File: src/rtl/if_fetch_unit.sv
// Instruction-fetch stage: owns the PC, requests the I-cache and feeds the IF/ID register,
// hiding miss latency and redirects that arrive while a miss is still outstanding.
module if_fetch_unit #(
    parameter logic [31:0] RESET_PC = 32'h0000_0000,
    parameter int unsigned CNT_W    = 16
) (
    input  logic             clk,
    input  logic             reset,
    input  logic             pc_write,
    input  logic             redirect_valid,
    input  logic [31:0]      redirect_pc,
    output logic             icache_req,
    output logic [31:0]      icache_addr,
    input  logic [31:0]      icache_rdata,
    input  logic             icache_ready,
    output logic [31:0]      instruction_out,
    output logic [31:0]      pc_plus4_out,
    output logic             fetch_stall_out,
    output logic             flush_out,
    output logic [CNT_W-1:0] miss_count
);

    localparam logic [1:0] ST_FETCH = 2'd0;
    localparam logic [1:0] ST_MISS  = 2'd1;
    localparam logic [1:0] ST_DRAIN = 2'd2;

    localparam logic [CNT_W-1:0] CNT_ONE = {{(CNT_W-1){1'b0}}, 1'b1};

    logic [1:0]       state_q, state_d;
    logic [31:0]      pc_q, pc_d;
    logic [31:0]      pend_pc_q, pend_pc_d;
    logic [CNT_W-1:0] miss_cnt_q, miss_cnt_d;
    logic [31:0]      pc_inc;
    logic             stall;

    assign pc_inc = pc_q + 32'd4;

    // A redirect during an outstanding miss is parked in pend_pc; the miss must still complete.
    always_comb begin
        state_d    = state_q;
        pc_d       = pc_q;
        pend_pc_d  = pend_pc_q;
        miss_cnt_d = miss_cnt_q;
        stall      = 1'b0;
        case (state_q)
            ST_FETCH: begin
                stall = ~icache_ready;
                if (redirect_valid) begin
                    pc_d = redirect_pc;
                end else if (icache_ready) begin
                    if (pc_write) begin
                        pc_d = pc_inc;
                    end
                end else begin
                    state_d = ST_MISS;
                    if (miss_cnt_q != {CNT_W{1'b1}}) begin
                        miss_cnt_d = miss_cnt_q + CNT_ONE;
                    end
                end
            end
            ST_MISS: begin
                stall = ~icache_ready;
                if (icache_ready) begin
                    state_d = ST_FETCH;
                    if (redirect_valid) begin
                        pc_d = redirect_pc;
                    end else if (pc_write) begin
                        pc_d = pc_inc;
                    end
                end else if (redirect_valid) begin
                    pend_pc_d = redirect_pc;
                    state_d   = ST_DRAIN;
                end
            end
            ST_DRAIN: begin
                // Stall even in the completion cycle so the stale word never enters IF/ID.
                stall = 1'b1;
                if (icache_ready) begin
                    state_d = ST_FETCH;
                    pc_d    = redirect_valid ? redirect_pc : pend_pc_q;
                end else if (redirect_valid) begin
                    pend_pc_d = redirect_pc;
                end
            end
            default: begin
                state_d = ST_FETCH;
            end
        endcase
    end

    always_ff @(posedge clk or posedge reset) begin
        if (reset) begin
            state_q    <= ST_FETCH;
            pc_q       <= RESET_PC;
            pend_pc_q  <= 32'h0000_0000;
            miss_cnt_q <= '0;
        end else begin
            state_q    <= state_d;
            pc_q       <= pc_d;
            pend_pc_q  <= pend_pc_d;
            miss_cnt_q <= miss_cnt_d;
        end
    end

    assign icache_req      = ~reset;
    assign icache_addr     = pc_q;
    assign pc_plus4_out    = pc_inc;
    assign instruction_out = (icache_ready && !reset) ? icache_rdata : 32'h0000_0000;
    assign fetch_stall_out = stall && !reset;
    assign flush_out       = redirect_valid && !reset;
    assign miss_count      = miss_cnt_q;

endmodule

File: config.mk
export PLATFORM = sky130hd
export DESIGN_NAME = if_fetch_unit
export DESIGN_NICKNAME = d
export VERILOG_FILES = /design/src/rtl/if_fetch_unit.sv
export SDC_FILE = /design/constraint.sdc
export NUM_CORES = 1
export LEC_CHECK = 0
export CORE_MARGIN = 2
export CORE_UTILIZATION = 39
export DETAILED_ROUTE_END_ITERATION = 10
export PLACE_DENSITY = 0.7
export REMOVE_ABC_BUFFERS = 1
export SLEW_MARGIN = 20
export SYNTH_ARGS = -nofsm -noshare
export SYNTH_HDL_FRONTEND = slang
export SYNTH_SLANG_ARGS = --single-unit
File: constraint.sdc
create_clock -name clk -period 3.4 [get_ports clk]
set_input_delay 0.68 -clock clk [delete_from_list [all_inputs] [get_ports clk]]
set_output_delay 0.68 -clock clk [all_outputs]
set_load 0.05 [all_outputs]
### After elaboration in Yosys (flattened, before gate mapping)

Cells that the tools add are included.

| word-level totals | value |
|---|---|
| flip-flop bits (word level) | 82 |
| input port bits | 69 |
| output and inout bits | 115 |

| cells by class | value |
|---|---|
| add/subtract/negate cells | 2 |
| eq/ne operators | 9 |
| multiplexer cells | 16 |
| bitwise operators | 3 |
| reductions and logical operators | 12 |

Operators with widths:

| cell | count |
|---|---|
| $mux W32 | 8 |
| $pmux W32 S3 | 1 |
| $add A32 B3 Y32 const B | 1 |
| $add A16 B1 Y16 const B | 1 |
| $ne A16 B16 Y1 const B | 1 |
| $reduce_and A4 Y1 | 3 |
| $mux W2 | 5 |
| $ne A2 B2 Y1 const B | 4 |
| $ne A3 B3 Y1 const B | 2 |
| $pmux W2 S3 | 1 |
| $reduce_or A2 Y1 | 2 |
| $logic_and A1 B1 Y1 | 3 |
| $not A1 Y1 | 3 |
| $reduce_bool A3 Y1 | 1 |
| $eq A2 B1 Y1 const B | 1 |
| $eq A2 B2 Y1 const B | 1 |
| $logic_not A2 Y1 | 1 |
| $pmux W1 S2 | 1 |
| $reduce_and A2 Y1 | 1 |
| $logic_not A1 Y1 | 1 |

### Depth between registers and ports, before layout

Gate-level depths: netlist of run 1.

| depth | value |
|---|---|
| depth after elaboration | 5 |
| depth in mapped cells | 10 |
| depth with buffers taken out | 7 |

### Worst setup path after synthesis of run 1

Ideal clock, no wire load.

| path | value |
|---|---|
| path type | reg-to-output |
| start point | register pc_q[10], in the netlist icache_addr[10] |
| end point | output pc_plus4_out[25] |
| arrival time | 2800 ps |
| required time | 2720 ps |
| slack | -80 ps |
| cell stages (with the launch flop) | 7 |
| cells stage by stage | dfrtp_1 buf_2 nand3_2 or4_1 buf_6 nor4_4 xor2_1 |

| between the ends | value |
|---|---|
| cells in the longest elaborated chain, start to end | 1 |

RTL lines:

| what | RTL line | source |
|---|---|---|
| start, declared | 30 | `logic [31:0] pc_q, pc_d;` |
| start signal, assigned | 99 | `pc_q <= pc_d;` |
| $add A32 B3 Y32 | 36 | `assign pc_inc = pc_q + 32'd4;` |
| end, declared | 17 | `output logic [31:0] pc_plus4_out,` |

Every way passes these cells.

### Final worst setup path of run 1

| path | value |
|---|---|
| start point | register pc_q[11], in the netlist icache_addr[11] |
| end point | output pc_plus4_out[25] |

The elaborated chain is that of the path after synthesis.

==> results of run 1 <==
==> power groups by stage <==
stage / logic, mW / registers [mW] / clock network [mW]
after floorplan: 1.87 / 2.55 / 0
after global placement: 4.08 / 1.81 / 0
after detailed placement: 4.14 / 1.84 / 0
after CTS: 4.15 / 1.83 / 0.997
after global routing: 4.36 / 1.90 / 1.03
final: 4.13 / 1.84 / 0.977
==> sequential cells by signal, summed over array words and instances, names as in the netlist <==
name / count
icache_addr: 32
pend_pc_q: 32
miss_count: 16
state_q: 2
==> path summary, 6_finish.rpt <==
kind,from,end,slack [ps],cells after the start
min in group asynchronous,reset,pend_pc_q[11],1000,3
hold reg to reg,miss_count[10],miss_count[10],490,1
hold / removal,miss_count[10],miss_count[10],490,1
setup reg to reg,state_q[0],icache_addr[28],860,9
max in group asynchronous,reset,pend_pc_q[7],1860,3
setup / recovery,icache_addr[11],pc_plus4_out[25],180,5
==> metal layers <==
layer | vias up | global-route usage [%] | wire, µm
met5 | - | 0 | 13
met4 | 2 | 6.190 | 226
met3 | 24 | 7.218 | 1241
met2 | 184 | 38.60 | 7720
met1 | 2305 | 29.83 | 6437
li1 | 2191 | - | -
==> repair_timing <==
| item | 4_1_cts | 5_1_grt |
|---|---|---|
| pin swaps | 0 | 0 |
| endpoints found under the setup margin | 2 | 1 |
| cloned | 0 | 0 |
| gates resized for setup | 1 | 1 |
==> through the flow <==
step / utilization [%] / setup WS [ps] / setup TNS [ps]
after floorplan: - / -180.9 / -605.0
after global routing: 62.95 / 63.13 / 0
final: 62.95 / 183.4 / 0
after detailed placement: 60.42 / 370.0 / 0
after global placement: 60.42 / 448.1 / 0
after CTS: 62.88 / 123.1 / 0
==> logic make-up after synthesis <==
kind of cell               share of synthesized area (%)
buffers and inverters                              3.783
DFF                                                41.92
AOI/OAI and AO/OA                                  16.33
muxes                                              8.410
adders and majority gates                          1.534
and+or+nand+nor                                    20.32
xor gates and xnor gates                           7.694
==> cells in the final DEF, fill, tap and decap left out, types with 7 or more instances in the layout <==
master | netlist | layout
nand3_1 | 14 | 14
nor2_1 | 32 | 32
dfrtp_1 | 82 | 82
mux2_2 | 33 | 33
nand4_1 | 9 | 9
o21ai_0 | 35 | 35
clkbuf_16 | 0 | 9
xnor2_1 | 25 | 25
clkdlybuf4s50_1 | 0 | 130
xor2_1 | 18 | 18
inv_1 | 13 | 12
buf_12 | 0 | 41
buf_4 | 2 | 28
a22o_1 | 8 | 8
and2_1 | 33 | 33
o31a_1 | 7 | 7
and3_1 | 20 | 20
nand2_1 | 25 | 25
o2bb2ai_1 | 13 | 13
a21oi_1 | 30 | 30
==> area by class of cell <==
| class | instances | area (µm²) | area share, % |
|---|---|---|---|
| multi-input cells | 379 | 2671 | 35.03 |
| repair buffers | 200 | 2344 | 30.74 |
| flip-flops and latches | 82 | 2052 | 26.91 |
| clock buffers | 9 | 225.2 | 2.954 |
| well taps | 168 | 210.2 | 2.757 |
| clock inverters | 7 | 68.82 | 0.9025 |
| inverters | 14 | 53.80 | 0.7056 |
==> flow_metrics.py, run 1 <==
metrics = {
    "synthesis": {
        "ys.flop_type": "dfrtp_1",
        "synth_area_leader_cell": "dfrtp_1",
        "avgSynthCellArea_um2": 9.673,
        "post-synth-top-count-cell": "dfrtp_1",
        "synthTopCellsByArea": "dfrtp_1 (42%), mux2_2 (7.6%), xnor2_1 (4.5%), and2_1 (4.2%), o21ai_0 (3.6%)",
        "ys_ff_latch": 82,
        "synth-edff-count": 0,
        "postSynth.asyncResetShare_pct": 100.0,
        "syn_inst": 506,
        "ys_warn_count": 0,
        "yosys.area.top_type_share_pct": 41.92,
        "netlist_area_um2": 4895,
        "ys_types": 49,
        "ys_seq_area_share_pct": 41.92,
        "synth_commonest_cells": "dfrtp_1 (82), o21ai_0 (35), and2_1 (33), mux2_2 (33), nor2_1 (32)",
    },
    "setup_path": {
        "endpoint_kind": "output port",
        "cp.arrival_ps": 2540,
        "cp_slowest_cell": "or4_4",
        "crit_buf_inv": 1,
        "crit_chain": "nand3_2, or4_4, nor4_4, xor2_1, buf_12",
        "crit_type": "flip-flop to output port",
        "cp_top_family": "simple AND/OR/NAND/NOR gates",
        "cp_slowest_stage_delay_ps": 710,
        "start_kind": "flip-flop",
        "cp.required_ps": 2720,
        "crit_fanout": 7,
    },
    "clock_network": {
        "clockBufferDepth": 2,
        "cts_tree": "built",
        "worst_skew_pair.late_latency_ps": 350,
        "htree_levels": 3,
        "cts_buffers": 9,
        "post_cts_buffers": 0,
        "cts_sinks": 82,
        "clk_pin_slew_worst_paths_ps": 60,
        "cts_root_buf": "clkbuf_16",
        "postCtsHoldBufs": 0,
    },
    "power": {
        "total_leakage_power_nw": 3.211,
        "irDropWorstVdd_mv": 0.8164,
        "switching_power_mw": 3.431,
        "clockPowerShare_pct": 14.1,
        "power_frac_seq_pct": 26.4,
        "combPwrFrac_pct": 59.5,
        "total_power_mw": 6.947,
        "p_per_area_nw_per_um2": 911.1,
        "p_sw_share_pct": 49.39,
        "intPower_mw": 3.516,
    },
    "place": {
        "place_inst": 843,
        "placedInstanceArea_um2": 7318,
        "place.port_buffers": 183,
        "hpwl_um": 11450,
        "finalWeightedCongestion": 0.8249,
    },
    "job": {
        "cap_violations": 0,
    },
    "finish": {
        "num_antenna_cells": 0,
        "nFillCells": 1024,
        "layout-drive-gt1-share_pct": 19.39,
        "post-route-cell-area_um2": 7625,
        "layoutNonFillerInstCount": 859,
        "area_growth_pct": 55.78,
        "layout.nets": 761,
    },
    "timing": {
        "max_freq_mhz": 310.9,
        "slew_headroom_pct": 48.13,
        "period_share_pct": 94.61,
        "setup_viol": 0,
        "worst_slew_pin_slew_ps": 778.1,
        "final_hold_viol_count": 0,
        "whs_ps": 489.7,
        "slew_violations": 0,
        "post-route-min-period_ps": 3217,
        "finClkSkew_ps": 9.288,
        "rsz0062_at_grt": "no",
    },
    "die": {
        "row_count": 40,
        "die-area_um2": 13460,
        "fp.dieH_um": 116.0,
        "dieWidth_um": 116.0,
        "start_util_pct": 40.41,
        "ioPinCount": 184,
        "design.core.area_um2": 12110,
    },
    "route": {
        "drtIter0Drc": 391,
        "avgRoutedWirePerCell_um": 18.21,
        "dr.pass1.iters": 5,
        "avgViaCountPerCell": 5.478,
        "drcViolationCount": 0,
        "vias": 4706,
        "routed_wl_um": 15640,
        "drtAntennaViolNets": 0,
    },
    "min_path": {
        "hold_class": "flip-flop to flip-flop",
    },
    "grt": {
        "antenna_found_initial": 1,
        "grtUsageTotal_pct": 23.34,
        "grt_overflow": 0,
        "grt_first_pass_wirelength_um": 24510,
        "grt_max_degree": 83,
        "grt_pass1_vias": 4671,
    },
    "outcome": {
        "status": "finished, final reports clean",
    },
}
No activity file was read; power rests on OpenSTA's default activity.
==> run 2: changes to the inputs <==
- SETUP_SLACK_MARGIN: unset -> 0.2
==> flow_metrics.py, run 2 (synthesis gave the netlist of run 1 again) <==
metrics = {
    "outcome": {
        "status": "finished, final reports clean",
    },
    "die": {
        "fp.dieH_um": 116.0,
        "dieWidth_um": 116.0,
        "row_count": 40,
        "design.core.area_um2": 12110,
        "die-area_um2": 13460,
        "ioPinCount": 184,
        "start_util_pct": 40.41,
    },
    "route": {
        "dr.pass1.iters": 7,
        "avgRoutedWirePerCell_um": 18.23,
        "avgViaCountPerCell": 5.490,
        "routed_wl_um": 15660,
        "drtAntennaViolNets": 0,
        "drtIter0Drc": 415,
        "drcViolationCount": 0,
        "vias": 4716,
    },
    "place": {
        "dpl_worst_slack_ps": 370.0,
        "finalWeightedCongestion": 0.8249,
        "place.port_buffers": 183,
        "placedInstanceArea_um2": 7318,
        "hpwl_um": 11450,
    },
    "clock_network": {
        "cts_sinks": 82,
        "clk_pin_slew_worst_paths_ps": 70,
        "post_cts_buffers": 0,
        "cts_root_buf": "clkbuf_16",
        "clockBufferDepth": 2,
        "cts_tree": "built",
        "cts_buffers": 9,
        "htree_levels": 3,
        "worst_skew_pair.late_latency_ps": 350,
    },
    "timing": {
        "setup_viol": 0,
        "worst_slew_pin_slew_ps": 785.5,
        "slew_headroom_pct": 47.63,
        "setup_ws_ps": 300.9,
        "setup_tns_ps": 0,
        "slew_violations": 0,
        "finClkSkew_ps": 9.124,
        "period_share_pct": 91.15,
        "max_freq_mhz": 322.7,
        "post-route-min-period_ps": 3099,
        "final_hold_viol_count": 0,
        "rsz0062_at_grt": "yes",
    },
    "job": {
        "cap_violations": 0,
    },
    "finish": {
        "final_common_cell": "clkdlybuf4s50_1",
        "area_growth_pct": 56.47,
        "layout.nets": 761,
        "layout-drive-gt1-share_pct": 19.97,
        "num_antenna_cells": 0,
        "fin_util_pct": 63.23,
        "post-route-cell-area_um2": 7659,
        "final_cell_mix": "clkdlybuf4s50_1 (127), dfrtp_1 (82), buf_12 (41), o21ai_0 (35)",
    },
    "setup_path": {
        "cp.required_ps": 2720,
        "cp.arrival_ps": 2420,
        "crit_fanout": 7,
        "start_kind": "flip-flop",
        "endpoint_kind": "output port",
        "r2r_slack_ps": 850,
        "crit_type": "flip-flop to output port",
    },
    "power": {
        "p_per_area_nw_per_um2": 909.5,
        "total_leakage_power_nw": 3.242,
        "irDropWorstVdd_mv": 0.8142,
        "total_power_mw": 6.965,
    },
    "grt": {
        "grt_pass1_vias": 4671,
        "grtUsageTotal_pct": 23.34,
        "antenna_found_initial": 1,
        "grt_max_degree": 83,
        "grt_overflow": 0,
        "grt_first_pass_wirelength_um": 24510,
    },
    "min_path": {
        "hold_class": "flip-flop to flip-flop",
    },
}
-- run 2: cell count changes in the layout (fill, tap and decap cells not counted), moves of 2 or more --
| cell | previous run | this run |
|---|---|---|
| clkdlybuf4s50_1 | 130 | 127 |
| dlymetal6s2s_1 | 0 | 2 |
| xor2_1 | 18 | 16 |
| xor2_2 | 0 | 2 |
-- run 2: repair_timing --
| action | 4_1_cts | 5_1_grt |
|---|---|---|
| pin swaps | 1 | 1 |
| setup endpoints to repair | 8 | 9 |
| resized for setup | 2 | 8 |
| hold buffers | 0 | 0 |
-- run 2: stage by stage --
step	std cells	hold WS (ps)
after floorplan	475	470.2
after global placement	843	473.1
after detailed placement	843	475.1
after CTS	859	491.3
after global routing	859	511.8
final	859	488.1
-- run 2: per-layer routing --
| layer | track usage (%) | share of wire [%] |
|---|---|---|
| met1 | 29.83 | 41 |
| met2 | 38.60 | 50 |
| met3 | 7.218 | 7.8 |
| met4 | 6.190 | 1.4 |
| met5 | 0 | 0.083 |
-- run 2: path summary, 6_finish.rpt --
path                       cells after the start          endpoint       startpoint
hold reg to reg                                1    miss_count[10]   miss_count[10]
hold / removal                                 1    miss_count[10]   miss_count[10]
min in group asynchronous                      3     pend_pc_q[11]            reset
max in group asynchronous                      3      pend_pc_q[3]            reset
setup reg to reg                               9   icache_addr[28]       state_q[0]
setup / recovery                               5  pc_plus4_out[25]  icache_addr[18]
-- run 2: worst max-delay path, stage by stage, from the launching register on --
cell and delay (ps):
dfrtp_1 450, nand3_1 210, or4_4 650, nor4_4 400
xor2_2 210, buf_12 160
-- run 2: power by group --
| part | total, mW | internal, mW | switching, mW |
|---|---|---|---|
| Sequential | 1.85 | 1.40 | 0.446 |
| Clock | 0.976 | 0.567 | 0.409 |
| Combinational | 4.14 | 1.55 | 2.59 |
-- run 2: cell type report --
| class | instances | area (µm²) |
|---|---|---|
| multi-input cells | 379 | 2701 |
| well taps | 168 | 210.2 |
| repair buffers | 200 | 2347 |
| inverters | 14 | 53.80 |
| flip-flops and latches | 82 | 2052 |
| fillers | 1015 | 4453 |
| clock buffers | 9 | 225.2 |
| clock inverters | 7 | 68.82 |
==> run 3: changes to the inputs <==
- GPL_TIMING_DRIVEN: unset -> 0
==> flow_metrics.py, run 3 (synthesis gave the netlist of run 1 again) <==
metrics = {
    "grt": {
        "grt_overflow": 0,
        "grtUsageTotal_pct": 22.88,
        "grt_max_degree": 44,
        "grt_first_pass_wirelength_um": 23810,
        "antenna_found_initial": 0,
        "grt_pass1_vias": 4588,
    },
    "job": {
        "cap_violations": 0,
    },
    "clock_network": {
        "cts_sinks": 82,
        "cts_tree": "built",
        "cts_root_buf": "clkbuf_16",
        "clockBufferDepth": 2,
        "clk_pin_slew_worst_paths_ps": 60,
        "worst_skew_pair.late_latency_ps": 350,
        "cts_buffers": 9,
        "htree_levels": 3,
        "post_cts_buffers": 0,
    },
    "route": {
        "drcViolationCount": 0,
        "routed_wl_um": 15430,
        "drtAntennaViolNets": 0,
        "drtIter0Drc": 280,
        "vias": 4600,
        "dr.pass1.iters": 5,
        "avgViaCountPerCell": 5.418,
        "avgRoutedWirePerCell_um": 18.18,
    },
    "timing": {
        "worst_slew_pin_slew_ps": 789.6,
        "final_hold_viol_count": 0,
        "rsz0062_at_grt": "yes",
        "max_freq_mhz": 315.3,
        "whs_ps": 489.8,
        "setup_viol": 0,
        "finClkSkew_ps": 8.132,
        "slew_violations": 0,
        "period_share_pct": 93.29,
        "post-route-min-period_ps": 3172,
        "setup_ws_ps": 228.1,
        "slew_headroom_pct": 47.30,
    },
    "place": {
        "hpwl_um": 10920,
        "dpl_worst_slack_ps": -460.1,
        "finalWeightedCongestion": 0.8361,
        "place.port_buffers": 183,
    },
    "setup_path": {
        "crit_chain": "nand3_1, or4_4, nor4_4, xnor2_1, buf_2",
        "cp.arrival_ps": 2490,
        "cp_top_family": "simple AND/OR/NAND/NOR gates",
        "crit_fanout": 7,
        "crit_buf_inv": 1,
        "worst-r2r-cell-count": 7,
        "cp_num_cells": 5,
        "start_kind": "flip-flop",
        "cp_slowest_cell": "or4_4",
        "crit_type": "flip-flop to output port",
        "cp_slowest_stage_delay_ps": 690,
        "cp.required_ps": 2720,
        "endpoint_kind": "output port",
    },
    "die": {
        "fp.dieH_um": 116.0,
        "dieWidth_um": 116.0,
        "ioPinCount": 184,
        "design.core.area_um2": 12110,
        "die-area_um2": 13460,
        "start_util_pct": 40.41,
        "row_count": 40,
    },
    "finish": {
        "final_cell_mix": "clkdlybuf4s50_1 (123), dfrtp_1 (80), clkbuf_2 (38), o21ai_0 (35)",
        "area_growth_pct": 44.10,
        "layout-drive-gt1-share_pct": 19.38,
        "fin_util_pct": 58.23,
        "final_common_cell": "clkdlybuf4s50_1",
        "multi_input_area_um2": 2743,
        "nFillCells": 1084,
        "layout.nets": 751,
        "num_antenna_cells": 0,
        "regArea_um2": 2054,
    },
    "power": {
        "irDropWorstVdd_mv": 0.6516,
        "p_per_area_nw_per_um2": 942.8,
        "total_leakage_power_nw": 3.071,
        "total_power_mw": 6.650,
    },
    "min_path": {
        "hold_class": "flip-flop to flip-flop",
        "hold_depth": 1,
    },
    "outcome": {
        "status": "finished, final reports clean",
    },
}
-- run 3: changes by cell type in the layout (fill, tap and decap cells not counted), moves of 4 or more --
cell             previous run  this run
buf_2                       0         5
clkdlybuf4s15_2             0         5
buf_12                     41         2
dlygate4sd2_1               1         5
clkdlybuf4s50_1           127       123
buf_4                      28         3
clkbuf_2                    0        38
-- run 3: path summary, 6_finish.rpt --
path	startpoint	end	slack, ps
max	icache_addr[18]	pc_plus4_out[27]	230
min	miss_count[10]	miss_count[10]	490
max reg2reg	state_q[0]	icache_addr[28]	390
min reg2reg	miss_count[10]	miss_count[10]	490
max in group asynchronous	reset	icache_addr[17]	2380
min in group asynchronous	reset	pend_pc_q[31]	500
-- run 3: timing repair --
item	CTS	global route
gates resized for setup	108	88
hold buffers	0	0
setup endpoints to repair	77	53
pin swaps	0	1
cloned	1	0
-- run 3: final cells by class --
type	instances	share of cell area, %
multi-input cells	380	38.89
flip-flops and latches	82	29.13
repair buffers	189	24.34
clock buffers	11	3.300
well taps	168	2.980
inverters	14	0.9225
clock inverters	5	0.4435
-- run 3: power breakdown --
group          internal [mW]  total [mW]  leakage, nW  switching, mW
clock network          0.493       0.898        0.129          0.406
registers               1.40        1.86         1.00          0.455
logic                   1.34        3.89         1.94           2.56
-- run 3: metrics by stage --
| step | area [µm²] | std cells | TNS [ps] |
|---|---|---|---|
| 2_1_floorplan | 4762 | 475 | -605.0 |
| 3_3_place_gp | 6804 | 826 | -221330 |
| 3_5_place_dp | 6910 | 832 | -15270 |
| 4_1_cts | 7167 | 849 | 0 |
| 5_1_grt | 7053 | 849 | 0 |
| 6_report | 7053 | 849 | 0 |
-- run 3: routing by layer --
metal / share of wire [%] / up-vias / global-route usage [%]
met2: 49 / 140 / 37.31
li1: - / 2164 / -
met3: 6.3 / 24 / 5.753
met5: 0 / - / 0
met4: 1.6 / 0 / 8.016
met1: 44 / 2272 / 29.74
